--- src/rtl/dataplane_port_arbiter.sv ---
// Packet-atomic N-to-1 ingress arbiter (round-robin or fixed priority) with max-length truncation.
// Optional per-port packet/truncation counters are enabled by defining PORT_STATS_EN.
module dataplane_port_arbiter #(
    parameter int NUM_PORTS     = 4,
    parameter int DATA_W        = 8,
    parameter int MAX_PKT_BEATS = 1518,
    parameter int ARB_MODE      = 0,
    parameter int PORT_W        = $clog2(NUM_PORTS)
) (
    input  logic                        clk,
    input  logic                        rst,
    input  logic [NUM_PORTS-1:0]        in_valid,
    input  logic [NUM_PORTS*DATA_W-1:0] in_data,
    input  logic [NUM_PORTS-1:0]        in_last,
    output logic [NUM_PORTS-1:0]        in_ready,
    output logic                        out_valid,
    output logic [DATA_W-1:0]           out_data,
    output logic                        out_last,
    output logic [PORT_W-1:0]           out_port,
    input  logic                        out_ready,
    output logic                        busy,
    output logic                        trunc_pulse
`ifdef PORT_STATS_EN
    ,
    input  logic [PORT_W-1:0]           stat_sel,
    output logic [31:0]                 stat_pkts,
    output logic [31:0]                 stat_truncs
`endif
);

    localparam int CNT_W = $clog2(MAX_PKT_BEATS + 1);

    localparam logic [1:0] StIdle    = 2'd0;
    localparam logic [1:0] StFwd     = 2'd1;
    localparam logic [1:0] StDiscard = 2'd2;

    logic [1:0]        state_q, state_d;
    logic [PORT_W-1:0] grant_q, grant_d;
    logic [PORT_W-1:0] rr_ptr_q, rr_ptr_d;
    logic [CNT_W-1:0]  beat_cnt_q, beat_cnt_d;

    logic [DATA_W-1:0] data_arr [NUM_PORTS];
    logic [PORT_W-1:0] winner;
    logic [PORT_W-1:0] next_rr;
    logic              g_valid, g_last, at_limit;
    logic [DATA_W-1:0] g_data;

    for (genvar p = 0; p < NUM_PORTS; p++) begin : g_unpack
        assign data_arr[p] = in_data[p*DATA_W +: DATA_W];
    end

    assign g_valid  = in_valid[grant_q];
    assign g_last   = in_last[grant_q];
    assign g_data   = data_arr[grant_q];
    assign at_limit = (beat_cnt_q == CNT_W'(MAX_PKT_BEATS - 1));
    assign next_rr  = (grant_q == PORT_W'(NUM_PORTS - 1)) ? '0 : grant_q + 1'b1;
    assign busy     = (state_q != StIdle);

    // Round-robin scans upward from rr_ptr; fixed priority scans from index 0.
    always_comb begin
        int          idx;
        logic        found;
        logic [PORT_W-1:0] cand;
        winner = '0;
        found  = 1'b0;
        idx    = 0;
        cand   = '0;
        for (int k = 0; k < NUM_PORTS; k++) begin
            if (ARB_MODE == 1) idx = k;
            else               idx = (int'(rr_ptr_q) + k) % NUM_PORTS;
            cand = PORT_W'(idx);
            if (!found && in_valid[cand]) begin
                found  = 1'b1;
                winner = cand;
            end
        end
    end

    always_comb begin
        in_ready    = '0;
        out_valid   = 1'b0;
        out_data    = '0;
        out_last    = 1'b0;
        out_port    = '0;
        trunc_pulse = 1'b0;
        case (state_q)
            StFwd: begin
                out_valid         = g_valid;
                out_data          = g_data;
                out_port          = grant_q;
                // A beat at the length limit without a real last closes the packet early.
                out_last          = g_valid & (g_last | at_limit);
                in_ready[grant_q] = out_ready;
                trunc_pulse       = g_valid & out_ready & at_limit & ~g_last;
            end
            StDiscard: begin
                in_ready[grant_q] = 1'b1;
            end
            default: ;
        endcase
    end

    always_comb begin
        state_d    = state_q;
        grant_d    = grant_q;
        rr_ptr_d   = rr_ptr_q;
        beat_cnt_d = beat_cnt_q;
        case (state_q)
            StIdle: begin
                if (|in_valid) begin
                    grant_d    = winner;
                    beat_cnt_d = '0;
                    state_d    = StFwd;
                end
            end
            StFwd: begin
                if (g_valid && out_ready) begin
                    beat_cnt_d = beat_cnt_q + 1'b1;
                    if (g_last) begin
                        state_d  = StIdle;
                        rr_ptr_d = next_rr;
                    end else if (at_limit) begin
                        state_d = StDiscard;
                    end
                end
            end
            StDiscard: begin
                if (g_valid && g_last) begin
                    state_d  = StIdle;
                    rr_ptr_d = next_rr;
                end
            end
            default: state_d = StIdle;
        endcase
    end

    always_ff @(posedge clk or posedge rst) begin
        if (rst) begin
            state_q    <= StIdle;
            grant_q    <= '0;
            rr_ptr_q   <= '0;
            beat_cnt_q <= '0;
        end else begin
            state_q    <= state_d;
            grant_q    <= grant_d;
            rr_ptr_q   <= rr_ptr_d;
            beat_cnt_q <= beat_cnt_d;
        end
    end

`ifdef PORT_STATS_EN
    logic [31:0] pkts_q   [NUM_PORTS];
    logic [31:0] truncs_q [NUM_PORTS];
    logic        pkt_done;

    assign pkt_done = ((state_q == StFwd) && g_valid && out_ready && g_last) ||
                      ((state_q == StDiscard) && g_valid && g_last);

    always_ff @(posedge clk or posedge rst) begin
        if (rst) begin
            for (int p = 0; p < NUM_PORTS; p++) begin
                pkts_q[p]   <= '0;
                truncs_q[p] <= '0;
            end
        end else begin
            if (pkt_done && (pkts_q[grant_q] != '1)) begin
                pkts_q[grant_q] <= pkts_q[grant_q] + 32'd1;
            end
            if (trunc_pulse && (truncs_q[grant_q] != '1)) begin
                truncs_q[grant_q] <= truncs_q[grant_q] + 32'd1;
            end
        end
    end

    assign stat_pkts   = pkts_q[stat_sel];
    assign stat_truncs = truncs_q[stat_sel];
`endif

endmodule

--- config.mk ---
export PLATFORM = sky130hd
export DESIGN_NAME = dataplane_port_arbiter
export DESIGN_NICKNAME = d
export VERILOG_FILES = /design/src/rtl/dataplane_port_arbiter.sv
export SDC_FILE = /design/constraint.sdc
export NUM_CORES = 1
export LEC_CHECK = 0
export BUFFER_PORTS_ARGS = -buffer_cell sky130_fd_sc_hd__buf_2
export CORE_UTILIZATION = 45
export DETAILED_ROUTE_END_ITERATION = 8
export PLACE_DENSITY = 0.86
export SLEW_MARGIN = 20
export SYNTH_ARGS = -nofsm -noshare
export SYNTH_HDL_FRONTEND = slang
export SYNTH_SLANG_ARGS = --single-unit
--- constraint.sdc ---
create_clock -name clk -period 4.1 [get_ports clk]
set_input_delay 0.41 -clock clk [delete_from_list [all_inputs] [get_ports clk]]
set_output_delay 0.41 -clock clk [all_outputs]
set_load 0.01 [all_outputs]
# Yosys cells after proc, flatten, opt, wreduce, memory -nomap -nowiden
# Index checks and enable logic that the tools add are counted.
# classes
n_lt_le_gt_ge	7
n_reduce_logical	18
bitwise	8
addsub	5
n_mux	44
n_eq_ne	9
# ops
operator	count
$mux 2	14
$mux 8	3
$mux 11	2
$pmux 11 s2	1
$bmux 8 s2	1
$lt 2x3->1 const B	5
$mux 1	13
$bmux 1 s2	6
$add 11x1->11 const B	1
$eq 11x11->1 const B	1
$ne 2x2->1 const B	4
$pmux 4 s2	1
$reduce_and 4->1	2
$logic_and 1x1->1	6
$pmux 2 s3	1
$reduce_bool 2->1	3
$add 2x1->2 const B	2
$add 2x2->2 const B	2
$and 1x1->1	4
$and 4x4->4	1
$eq 2x2->1 const B	2
$pmux 2 s2	1
$reduce_or 4->1	1
$ge 3x3->1 const B	1
other kinds (11)	13
# word_totals
reg_bits	17
out_inout_bits	18
in_bits	43

# Depth between registers and ports, before layout
# logic_depth
depth_word	12
mapped_depth	7
depth_no_buf	7

# Least setup slack after synthesis
# No wires, ideal clock.
# synth_path
kind	flip-flop to output port
startpoint	reg grant_q[0]
endpoint	out trunc_pulse
t_arrival_ns	1.565
setup_slack_ns	2.125
t_required_ns	3.690
stages_incl_launch_ff	5
cell_sequence	dfrtp_1 -> buf_6 -> mux4_2 -> or2_4 -> nor3_1
# synth_between
elab_chain_len	6
# synth_lines
element	line_no	text
start, declared	38	logic [PORT_W-1:0] grant_q, grant_d;
start signal, assigned	145	grant_q <= grant_d;
$bmux 1 s2	52	assign g_valid = in_valid[grant_q];
$mux 1 (implied by the code)	52	
$and 1x1->1 (2 in series)	94	trunc_pulse = g_valid & out_ready & at_limit & ~g_last;
$and 1x1->1 (*)	94	
$mux 1 (*)	86	case (state_q)
end, declared	22	output logic trunc_pulse
# Every way passes the cells marked *; elsewhere a longest branch is shown, timed or not. The select of a mux whose other input is x is not followed.

# Worst setup path after layout
# Same ends and word-level chain as after synthesis.

==> run_results.csv <==
group,metric,value,unit
global_route,track_usage,21.21,%
synth,syn_area_per_cell,9.697,um2
die,boundaryPins,61,
cts,cts_max_path_buffers,2,
final_layout,drive_gt1_share,39.07,%
timing,finalCritPeriodShare,67.97,%
detailed_routing,dr_total_vias,1382,
synth,synth-main-ff-cell,"dfrtp_1",
die,initial_utilization,48.36,%
pwr,ir_drop,0.3584,mV
final_layout,antenna_cells,0,
detailed_routing,postRouteAntennaNets,0,
cts,clk_latency,0.30,ns
critical_path,r2r_cells,4,
job,cap_violations,0,
synth,synth_top_area_share,28.12,%
pwr,p_leak,0.0008887,uW
die,rows,20,
final_layout,area_delta_synth_final,22.91,%
timing,final_max_slew_viol_count,0,
global_route,grt_pass1_vias,1286,
min_path,hold_path_class,"in -> async",
cts,cts_made_buffers,3,
detailed_routing,wl_per_cell,13.17,um
timing,fmax,358.8,MHz
critical_path,cp-end-kind,"output port",
synth,synth_most_common_cell,"dfrtp_1",
detailed_routing,drtIter0Drc,36,
critical_path,critPathLaunchType,"flip-flop",
die,die-area,3598,um2
critical_path,cp_data_arrival_time,2.38,ns
cts,cts_num_sinks,17,
cts,cts_resized,0,
global_route,globalRouteOverflowTotal,0,
critical_path,worstPathRequired,3.69,ns
critical_path,critPathKind,"reg -> out",
synth,yosys-top-cells-count,"dfrtp_1, nor2_1, inv_1, and2_1, nand2_1",
timing,setup_viol,0,
synth,syn_area,1513,um2
timing,tightest_slew,0.8258,ns
synth,syn_inst,156,
timing,slew_headroom,44.94,%
placed_design,dpl.hpwl,2658,um
timing,finClkSkew,0.01027,ns
synth,synth_edf_count,0,
final_layout,final_net_count,268,
cts,cts_setup_buffers,0,
synth,yosysSeqAreaShare,28.12,%
timing,grt_setup_unrepaired,"false",
synth,synth-seq-cells,17,
placed_design,gp_congestion,0.7974,
global_route,antenna_found_initial,0,
status,status,"completed",
cts,path_clk_slew,0.10,ns
synth,syn_nets,208,
synth,yosysWarnings,0,
timing,setup-tns-final,0,ns
global_route,grt_pass1_wl,5678,um
cts,cts_tree,"done",
critical_path,crit_fanout,17,
cts,cts_hold_buf,0,
global_route,grt_max_degree,18,
pwr,totalPowerFinal,1000,uW
die,core_area,3128,um2
detailed_routing,first_pass_iters,4,
detailed_routing,drc_errors,0,
die,dieHeight,59.98,um
synth,ys_async_sr_fraction,100.0,%
cts,cts-root-buf,"clkbuf_4",
placed_design,port_buffers,60,
synth,yosys.area.top_type,"dfrtp_1",
cts,htreeDepth,1,
detailed_routing,routed_wl,3412,um
die,die_x,59.98,um
timing,hold_viol_final,0,
detailed_routing,viasPerCell,5.336,
synth,synth_area_leaders,"dfrtp_1, mux4_2, ha_1",
timing,min_period,2.787,ns
pwr,power_per_cell_area,538.1,nW/um2
synth,ys_types,43,
==> worst paths after layout <==
path / startpoint / to / slack, ns
max in group asynchronous: rst / rr_ptr_q[1] / 3.49
max: grant_q[0] / trunc_pulse / 1.31
min in group clk: in_valid[3] / grant_q[0] / 0.53
min: rst / beat_cnt_q[9] / 0.18
min reg2reg: beat_cnt_q[10] / beat_cnt_q[10] / 0.58
max reg2reg: grant_q[0] / rr_ptr_q[1] / 1.73
==> per-layer routing <==
layer  part of all wire, %  track usage [%]
met1                    43            26.82
met2                    52            38.25
met3                   3.8            3.896
met4                  0.62            2.990
met5                     0                0
==> registers in the layout (all words and copies together), names as in the netlist <==
signal	flops
beat_cnt_q	11
grant_q	2
rr_ptr_q	2
state_q	2
==> cell type report <==
class	count	area, um2
fillers	266	1269
well taps	44	55.05
repair buffers	60	300.3
flip-flops and latches	17	425.4
inverters	14	52.55
clock buffers	4	26.28
multi-input cells	120	999.7
==> cell usage in the layout (no fill, tap or decap), drive strengths merged <==
master and count:
nand3 4, dfrtp 17, and2 13, and3 3, inv 14, nor2b 1, nand3b 1, nor3 4
nor4b 1, nand4 2, buf 60, nor3b 1, o221ai 1, ha 9, a21oi 6, o21ai 4
o221a 1, a22oi 1, or2 2, nand2 12, a31oi 2, o41ai 2, clkbuf 4, nand2b 1
or4 1, o22ai 2, a21o 2, mux2 2, nor2 16, mux2i 3, o21a 1, xnor2 7
mux4 10, and4 1, nor4 4
==> logic make-up (layout without fill, tap and decap cells) <==
family,Yosys count,after routing,share of synthesized area [%]
AO/OA/AOI/OAI,22,22,9.677
XOR/XNOR,7,7,4.053
adder cells (fa/ha/maj),9,9,7.444
buffers and inverters,19,78,5.789
flip-flops,17,17,28.12
multiplexers,15,15,19.93
AND/OR/NAND/NOR,67,67,24.98
==> power by group <==
part / internal, uW / switching (uW) / leakage [uW]
clock network: 37.9 / 51.8 / 0.0000150
logic: 314 / 294 / 0.000650
registers: 208 / 95.1 / 0.000224
==> metrics by stage <==
stage	worst slack, ns	area, um2	cells	hold WS [ns]	utilization [%]
3_3_place_gp	1.628	1833	255	0.5280	58.60
2_1_floorplan	2.125	1513	156	0.3361	-
5_1_grt	1.075	1859	259	0.2524	59.44
4_1_cts	1.258	1859	259	0.2035	59.44
6_report	1.313	1859	259	0.1835	59.44
3_5_place_dp	1.590	1833	255	0.5283	58.60
==> worst max-delay path, stage by stage, from the launching register on <==
cell	delay (ns)
dfrtp_1	0.89
mux4_2	0.63
or2_4	0.26
nor3_1	0.15
buf_2	0.15
Note: power is estimated with default switching activity, not from simulation.
